===== config.mk =====
export PLATFORM = sky130hd
export DESIGN_NAME = data_repeater_ctrl
export DESIGN_NICKNAME = d
export VERILOG_FILES = /design/src/rtl/data_repeater_pkg.sv /design/src/rtl/rept_mask_gen.sv /design/src/rtl/data_repeater_ctrl.sv
export SDC_FILE = /design/constraint.sdc
export NUM_CORES = 1
export LEC_CHECK = 0
export ABC_AREA = 1
export CAP_MARGIN = 20
export CORE_AREA = 2 2 119 121
export DETAILED_ROUTE_END_ITERATION = 8
export DIE_AREA = 0 0 121 123
export PLACE_DENSITY = 0.44
export RECOVER_POWER = 100
export SETUP_SLACK_MARGIN = 0.15
export SLEW_MARGIN = 20
export SYNTH_ARGS = -nofsm -noshare
export SYNTH_HDL_FRONTEND = slang
export SYNTH_HIERARCHICAL = 1
export SYNTH_SLANG_ARGS = --single-unit

===== constraint.sdc =====
create_clock -name i_clock -period 3.95 [get_ports i_clock]
set_input_delay 0.79 -clock i_clock [delete_from_list [all_inputs] [get_ports i_clock]]
set_output_delay 0.79 -clock i_clock [all_outputs]
set_load 0.005 [all_outputs]

===== src/rtl/data_repeater_pkg.sv =====
// Shared state encoding, default widths and a constant-width helper for the
// data repeater controller.
package data_repeater_pkg;

    localparam int unsigned DEF_N_BITS_IN  = 8;
    localparam int unsigned DEF_N_BITS_OUT = 16;
    localparam int unsigned DEF_MAX_REPT   = 4;
    localparam int unsigned DEF_NB_REPT    = 3;

    typedef enum logic [1:0] {
        IDLE   = 2'd0,
        EXPAND = 2'd1,
        OUT    = 2'd2
    } state_t;

    function automatic int unsigned clog2(input int unsigned value);
        int unsigned res;
        res = 0;
        for (int unsigned i = 0; i < 32; i++) begin
            if ((64'd1 << i) < 64'(value)) begin
                res = i + 1;
            end
        end
        return res;
    endfunction

endpackage


===== src/rtl/rept_mask_gen.sv =====
// Combinational write mask: bits ptr..ptr+rept-1 set, clipped to the output width.
module rept_mask_gen #(
    parameter int unsigned N_BITS_OUT = 16,
    parameter int unsigned NB_PTR     = 6,
    parameter int unsigned NB_REPT    = 3
) (
    input  logic [NB_PTR-1:0]     ptr_i,
    input  logic [NB_REPT-1:0]    rept_i,
    output logic [N_BITS_OUT-1:0] mask_o
);

    logic [NB_PTR:0] lo;
    logic [NB_PTR:0] hi;

    assign lo = {1'b0, ptr_i};
    assign hi = lo + (NB_PTR + 1)'(rept_i);

    always_comb begin
        mask_o = '0;
        for (int unsigned i = 0; i < N_BITS_OUT; i++) begin
            mask_o[i] = ((NB_PTR + 1)'(i) >= lo) && ((NB_PTR + 1)'(i) < hi);
        end
    end

endmodule


===== src/rtl/data_repeater_ctrl.sv =====
// Sequential bit repeater: expands one input bit per cycle into a registered
// output word, with valid/ready handshakes on both sides.
module data_repeater_ctrl
    import data_repeater_pkg::*;
#(
    parameter int unsigned N_BITS_IN  = DEF_N_BITS_IN,
    parameter int unsigned N_BITS_OUT = DEF_N_BITS_OUT,
    parameter int unsigned MAX_REPT   = DEF_MAX_REPT,
    parameter int unsigned NB_REPT    = DEF_NB_REPT
) (
    input  logic                  i_clock,
    input  logic                  i_reset_n,
    input  logic                  i_valid,
    output logic                  o_ready,
    input  logic [N_BITS_IN-1:0]  i_bits,
    input  logic [NB_REPT-1:0]    i_n_rept,
    output logic                  o_valid,
    input  logic                  i_ready,
    output logic [N_BITS_OUT-1:0] o_extended_bits,
    output logic                  o_err
);

    localparam int unsigned NB_PTR = clog2(N_BITS_OUT + MAX_REPT) + 1;
    localparam int unsigned NB_IDX = clog2(N_BITS_IN) + 1;

    state_t                state_q, state_d;
    logic [N_BITS_IN-1:0]  bits_q, bits_d;
    logic [NB_REPT-1:0]    rept_q, rept_d;
    logic                  err_pend_q, err_pend_d;
    logic [NB_IDX-1:0]     idx_q, idx_d;
    logic [NB_PTR-1:0]     ptr_q, ptr_d;
    logic [N_BITS_OUT-1:0] acc_q, acc_d;
    logic [N_BITS_OUT-1:0] ext_q, ext_d;
    logic                  valid_q, valid_d;
    logic                  err_q, err_d;

    logic [N_BITS_OUT-1:0] mask;
    logic [N_BITS_OUT-1:0] fill;
    logic [NB_PTR-1:0]     ptr_next;
    logic                  cur_bit;
    logic                  last_step;

    rept_mask_gen #(
        .N_BITS_OUT (N_BITS_OUT),
        .NB_PTR     (NB_PTR),
        .NB_REPT    (NB_REPT)
    ) u_mask (
        .ptr_i  (ptr_q),
        .rept_i (rept_q),
        .mask_o (mask)
    );

    always_comb begin
        cur_bit = 1'b0;
        for (int unsigned i = 0; i < N_BITS_IN; i++) begin
            if (idx_q == NB_IDX'(i)) begin
                cur_bit = bits_q[i];
            end
        end
    end

    assign fill     = mask & {N_BITS_OUT{cur_bit}};
    assign ptr_next = ptr_q + NB_PTR'(rept_q);
    // A zero count finishes on the first expand edge with an empty mask (all-zero result).
    assign last_step = (rept_q == '0)
                    || (idx_q == NB_IDX'(N_BITS_IN - 1))
                    || (ptr_next >= NB_PTR'(N_BITS_OUT));

    assign o_ready         = (state_q == IDLE);
    assign o_valid         = valid_q;
    assign o_err           = err_q;
    assign o_extended_bits = ext_q;

    always_comb begin
        state_d    = state_q;
        bits_d     = bits_q;
        rept_d     = rept_q;
        err_pend_d = err_pend_q;
        idx_d      = idx_q;
        ptr_d      = ptr_q;
        acc_d      = acc_q;
        ext_d      = ext_q;
        valid_d    = valid_q;
        err_d      = err_q;

        case (state_q)
            IDLE: begin
                if (i_valid) begin
                    bits_d  = i_bits;
                    acc_d   = '0;
                    idx_d   = '0;
                    ptr_d   = '0;
                    state_d = EXPAND;
                    if (i_n_rept == '0) begin
                        rept_d     = '0;
                        err_pend_d = 1'b1;
                    end else if (i_n_rept > NB_REPT'(MAX_REPT)) begin
                        rept_d     = NB_REPT'(MAX_REPT);
                        err_pend_d = 1'b1;
                    end else begin
                        rept_d     = i_n_rept;
                        err_pend_d = 1'b0;
                    end
                end
            end
            EXPAND: begin
                acc_d = acc_q | fill;
                ptr_d = ptr_next;
                idx_d = idx_q + NB_IDX'(1);
                if (last_step) begin
                    ext_d   = acc_q | fill;
                    valid_d = 1'b1;
                    err_d   = err_pend_q;
                    state_d = OUT;
                end
            end
            OUT: begin
                if (i_ready) begin
                    valid_d = 1'b0;
                    err_d   = 1'b0;
                    state_d = IDLE;
                end
            end
            default: state_d = IDLE;
        endcase
    end

    always_ff @(posedge i_clock or negedge i_reset_n) begin
        if (!i_reset_n) begin
            state_q    <= IDLE;
            bits_q     <= '0;
            rept_q     <= '0;
            err_pend_q <= 1'b0;
            idx_q      <= '0;
            ptr_q      <= '0;
            acc_q      <= '0;
            ext_q      <= '0;
            valid_q    <= 1'b0;
            err_q      <= 1'b0;
        end else begin
            state_q    <= state_d;
            bits_q     <= bits_d;
            rept_q     <= rept_d;
            err_pend_q <= err_pend_d;
            idx_q      <= idx_d;
            ptr_q      <= ptr_d;
            acc_q      <= acc_d;
            ext_q      <= ext_d;
            valid_q    <= valid_d;
            err_q      <= err_d;
        end
    end

endmodule


# --- Yosys cells after proc, flatten, opt, wreduce, memory -nomap -nowiden ---
# Index checks and enable logic that the tools add are counted.
classes:
  addsub: 3
  order_cmp: 34
  eq_ne: 12
  mux: 27
  bitwise_logic: 2
  n_reduce_logical: 29
op_table:
  columns: ["cell", "count"]
  rows:
  - ["$lt 4x7->1 const A", 8]
  - ["$ge 4x6->1 const A", 8]
  - ["$pmux 16 s2", 1]
  - ["$lt 3x7->1 const A", 4]
  - ["$ge 3x6->1 const A", 4]
  - ["$and 16x16->16", 1]
  - ["$eq 4x3->1 const B", 4]
  - ["$logic_and 1x1->1", 16]
  - ["$mux 16", 1]
  - ["$or 16x16->16", 1]
  - ["$lt 1x7->1 const A", 2]
  - ["$lt 2x7->1 const A", 2]
  - ["$mux 1", 13]
  - ["$ge 1x6->1 const A", 2]
  - ["$ge 2x6->1 const A", 2]
  - ["$pmux 6 s2", 1]
  - ["$eq 4x2->1 const B", 2]
  - ["$pmux 4 s2", 1]
  - ["$add 6x3->7", 1]
  - ["$add 6x3->6", 1]
  - ["$ge 6x5->1 const B", 1]
  - ["$logic_not 3->1", 2]
  - ["$mux 2", 3]
  - ["$mux 3", 2]
  - ["16 further kinds", 24]
word_totals:
  reg_bits: 58
  input_bits: 15

# --- Longest topological paths before layout ---
depth:
  word_depth: 12
  depth_mapped: 15

# --- By module ---
# Netlist, hierarchy kept.
by_module_without_submodules:
  columns: ["module", "n_inst", "cells_per_inst", "area_each_um2", "seq_area_each_um2"]
  rows:
  - ["data_repeater_ctrl", 1, 338, 2771.4, 1451.4]
  - ["rept_mask_gen", 1, 110, 588.1, 0.0]

# --- Worst setup path after synthesis ---
# Ideal clock, no wire load.
synth_timing:
  kind: "register -> register"
  start: "register ptr_q[0]"
  end: "register ext_q[2], in the netlist o_extended_bits[2]"
  setup_ns: 0.116
  t_arrival_ns: 1.898
  required_time_ns: 3.834
  path_slack_ns: 1.936
  path_stages_with_launch: 16
  synth_period_minus_slack_ns: 2.014
  cell_sequence: "dfrtp_1 > ha_1 > fa_1 > nand3_1 > nand2_2 > inv_1 > nand2_2 > o21ai_4 > buf_6 > nand3_2 > nand2_1 > inv_1 > nand3_1 > nand2_1 > nand2_1 > nand2_1"
synth_via:
  elab_chain_len: 5
synth_rtl:
  columns: ["element", "line", "source"]
  rows:
  - ["start, declared", "data_repeater_ctrl.sv:31", "logic [NB_PTR-1:0] ptr_q, ptr_d;"]
  - ["start signal, assigned", "data_repeater_ctrl.sv:146", "ptr_q <= ptr_d;"]
  - ["$add 6x3->7", "rept_mask_gen.sv:16", "assign hi = lo + (NB_PTR + 1)'(rept_i);"]
  - ["$lt 2x7->1", "rept_mask_gen.sv:21", "mask_o[i] = ((NB_PTR + 1)'(i) >= lo) && ((NB_PTR + 1)'(i) < hi);"]
  - ["$logic_and 1x1->1 *", "rept_mask_gen.sv:21", null]
  - ["named net mask[2]", "data_repeater_ctrl.sv:37", "logic [N_BITS_OUT-1:0] mask;"]
  - ["$and 16x16->16 *", "data_repeater_ctrl.sv:62", "assign fill = mask & {N_BITS_OUT{cur_bit}};"]
  - ["$or 16x16->16 *", "data_repeater_ctrl.sv:111", "ext_d = acc_q | fill;"]
  - ["end signal, assigned", "data_repeater_ctrl.sv:148", "ext_q <= ext_d;"]
  - ["end, declared", "data_repeater_ctrl.sv:33", "logic [N_BITS_OUT-1:0] ext_q, ext_d;"]
# Mark *: on every way through the listed nets, which the timed path passes. The rest lies on a longest branch.
# A chain may end at the register's enable or synchronous reset.

# --- Final worst setup path ---
layout_timing:
  start: "input i_valid"
  end: "register ptr_q[4]"
layout_via:
  elab_chain_len: 2
layout_rtl:
  columns: ["element", "line", "source"]
  rows:
  - ["start, declared", "data_repeater_ctrl.sv:13", "input logic i_valid,"]
  - ["$ne 2x2->1 (no source line)", null, null]
  - ["$reduce_and 2->1 (no source line)", null, null]
# Every way passes these cells.

==> impl_metrics.yaml <==
outcome:
  outcome: "finished, violations left"
  violations: "max-capacitance violations, max-slew violations"
sta:
  fmax_mhz: 345
  setup_tns_ns: 0
  final-hold-violation-count: 0
  finalMaxSlewViolations: 36
  finClkSkew_ns: 0.00691
  fin_hold_ws_ns: 0.469
  period_share: 0.734
  finalSetupViolCount: 0
  min_period_ns: 2.90
  worstMarginPinSlew_ns: 1.94
  relSlewSlack: -0.296
  rsz0062_at_grt: "no"
placed_design:
  dpl.hpwl_mm: 5.45
  place_area_um2: 3830
  gp_congestion: 0.802
  port_buffers: 33
  dp_cells: 651
yosys:
  syn_inst: 448
  synthSimpleGateAreaFrac: 0.286
  synthDistinctLibCells: 27
  synth_top_family_by_area: "simple AND/OR/NAND/NOR gates"
  synth.top_cell.area_share: 0.432
  ys_seq_area_frac: 0.432
  synth_xor_area_frac: 0
  async_flop_share: 1.00
  synth_edf_count: 0
  synth_compound_area_frac: 0.115
  yosysTopAreaCell: "dfrtp_1"
  synth_area_um2: 3360
  postSynthAreaPerCell_um2: 7.50
  ys.flop_type: "dfrtp_1"
  ys_warn_count: 6
  synthAdderAreaFrac: 0.0566
  synth.net_count: 477
  synth_mux_area_frac: 0.00298
  synth_area_leaders: "dfrtp_1, nand2_1, inv_1"
  synth.ff_latch_count: 58
cells_and_area:
  finalNetCount: 511
  diodes: 0
  layout_common_cells: "nand2_1, inv_1, dfrtp_1, a21oi_1, nand3_1"
  final_area_um2: 4100
  final_common_cell: "nand2_1"
  final_cells: 667
  area_delta_synth_final_pct: 22.1
  regArea_um2: 1450
  drive_gt1_frac: 0.0801
  postLayoutCoreUtil: 0.301
  num-fill-cells: 1491
  multi_input_area_um2: 1540
detailed_routing:
  drt_wl_total_mm: 7.60
  drt_iter0_markers: 155
  drc: 0
  first_pass_iters: 4
  final_antenna_net_count: 0
  vias: 2817
  wl_per_cell_um: 11.4
  vias_per_cell: 4.22
setup_path:
  worst_setup_path_end_kind: "register"
  setup.worst_path.start_class: "input port"
  r2r-start: "rept_q[0]$_DFFE_PN0P_"
  reg2reg_depth: 12
  arrival_ns: 3.14
  r2r_setup_slack_ns: 1.13
  criticalPathCategory: "input port to register"
  worstPathMaxFanout: 25
  rr_endpoint: "o_extended_bits[5]$_DFFE_PN0P_"
  critPathRequiredTime_ns: 4.19
floorplanning:
  dieWidth_um: 121
  core_um2: 13600
  core.rowCount: 43
  dieArea_um2: 14900
  pin_count: 34
  initial_core_util: 0.247
  die_h_um: 123
global_route:
  grt_overflow: 0
  grt.total_usage: 0.113
  grt_max_degree: 36
  grt_pass1_vias: 2730
  grt_pass1_wl_mm: 13.1
  antenna_found_initial: 0
cts:
  numCtsBuffers: 9
  clkSinkCount: 58
  cts_root_buffer: "clkbuf_16"
  ctsResizeCount: 0
  htreeDepth: 3
  postCtsSetupRepairBufs: 0
  hold_buffers: 0
  cts_tree: "built"
  clkLatencyLatePin_ns: 0.33
  path_clk_slew_ns: 0.05
  clk_path_buf_depth: 2
min_path:
  hold_path_depth: 2
  whs_endpoint: "o_extended_bits[2]$_DFFE_PN0P_"
  hp-start: "o_extended_bits[2]$_DFFE_PN0P_"
  hold_path_class: "register to register"
pwr:
  vdd.ir_drop.worst_mv: 0.250
  leakage_nw: 2.23
  p_per_area_nw_per_um2: 851
run:
  drv_cap: 1
## power breakdown
part	total [W]	internal, W	leakage [nW]	switching (W)
registers	0.000987	0.000819	0.769	0.000168
logic	0.00175	0.000637	1.32	0.00112
clock network	0.000754	0.000483	0.142	0.000271
## worst max-delay path: stages
cell and delay [ns]:
dlygate4sd3_1 0.53, nand2_1 0.30, clkbuf_1 0.96, nand2_1 0.31, o21ai_0 0.24
## registers in the layout, indices dropped and copies added, names as in the netlist
name and cells:
idx_q 4, bits_q 8, rept_q 3, o_extended_bits 16, o_err 1, acc_q 16, err_pend_q 1, state_q 2
o_valid 1, ptr_q 6
## layout make-up
type / instances / area share
Clock inverter: 6 / 0.0140
Inverter: 69 / 0.0631
Multi-Input combinational cell: 308 / 0.375
Tap cell: 180 / 0.0549
Clock buffer: 10 / 0.0558
Sequential cell: 58 / 0.354
Timing Repair Buffer: 36 / 0.0836
## Yosys cell counts (3+ instances only)
cell / count
buf_6: 5
ha_1: 12
nand3_1: 34
o21ai_1: 3
nand2_1: 153
nand3_2: 8
nand2_2: 7
nor2_1: 16
o21ai_0: 20
inv_2: 3
a21oi_1: 38
dfrtp_1: 58
inv_1: 66
clkbuf_1: 6
## how the worst max path moves through the flow
stage / cells after the start / start / to / slack [ns]
global route: 12 / ptr_q[1]$_DFFE_PN0P_ / o_extended_bits[5]$_DFFE_PN0P_ / 0.76
global placement: 5 / i_valid / ptr_q[4]$_DFFE_PN0P_ / 1.57
CTS: 12 / rept_q[0]$_DFFE_PN0P_ / o_extended_bits[2]$_DFFE_PN0P_ / 1.56
floorplan: 15 / ptr_q[0]$_DFFE_PN0P_ / o_extended_bits[2]$_DFFE_PN0P_ / 1.94
detailed placement: 5 / i_valid / ptr_q[4]$_DFFE_PN0P_ / 1.55
finish: 5 / i_valid / ptr_q[4]$_DFFE_PN0P_ / 1.05
## cell families after synthesis
logic type | Yosys count
AND/OR/NAND/NOR | 223
adder cells (fa/ha/maj) | 14
multiplexers | 1
AO/OA/AOI/OAI | 70
flip-flops | 58
buffers and inverters | 82
## metrics by stage
step                      total power (W)  setup WS, ns
after floorplan                   0.00237          1.94
after global placement            0.00282          1.57
after detailed placement          0.00283          1.55
after CTS                         0.00361          1.56
after global routing              0.00386         0.759
final                             0.00349          1.05
## per-layer routing
| layer | part of all wire | up-vias | track usage |
|---|---|---|---|
| met5 | 0 | - | 0 |
| met4 | 0.011 | 0 | 0.0407 |
| met3 | 0.033 | 9 | 0.0318 |
| met2 | 0.47 | 34 | 0.185 |
| met1 | 0.49 | 1298 | 0.142 |
| li1 | - | 1476 | - |
Note: power is estimated with default switching activity, not from simulation.
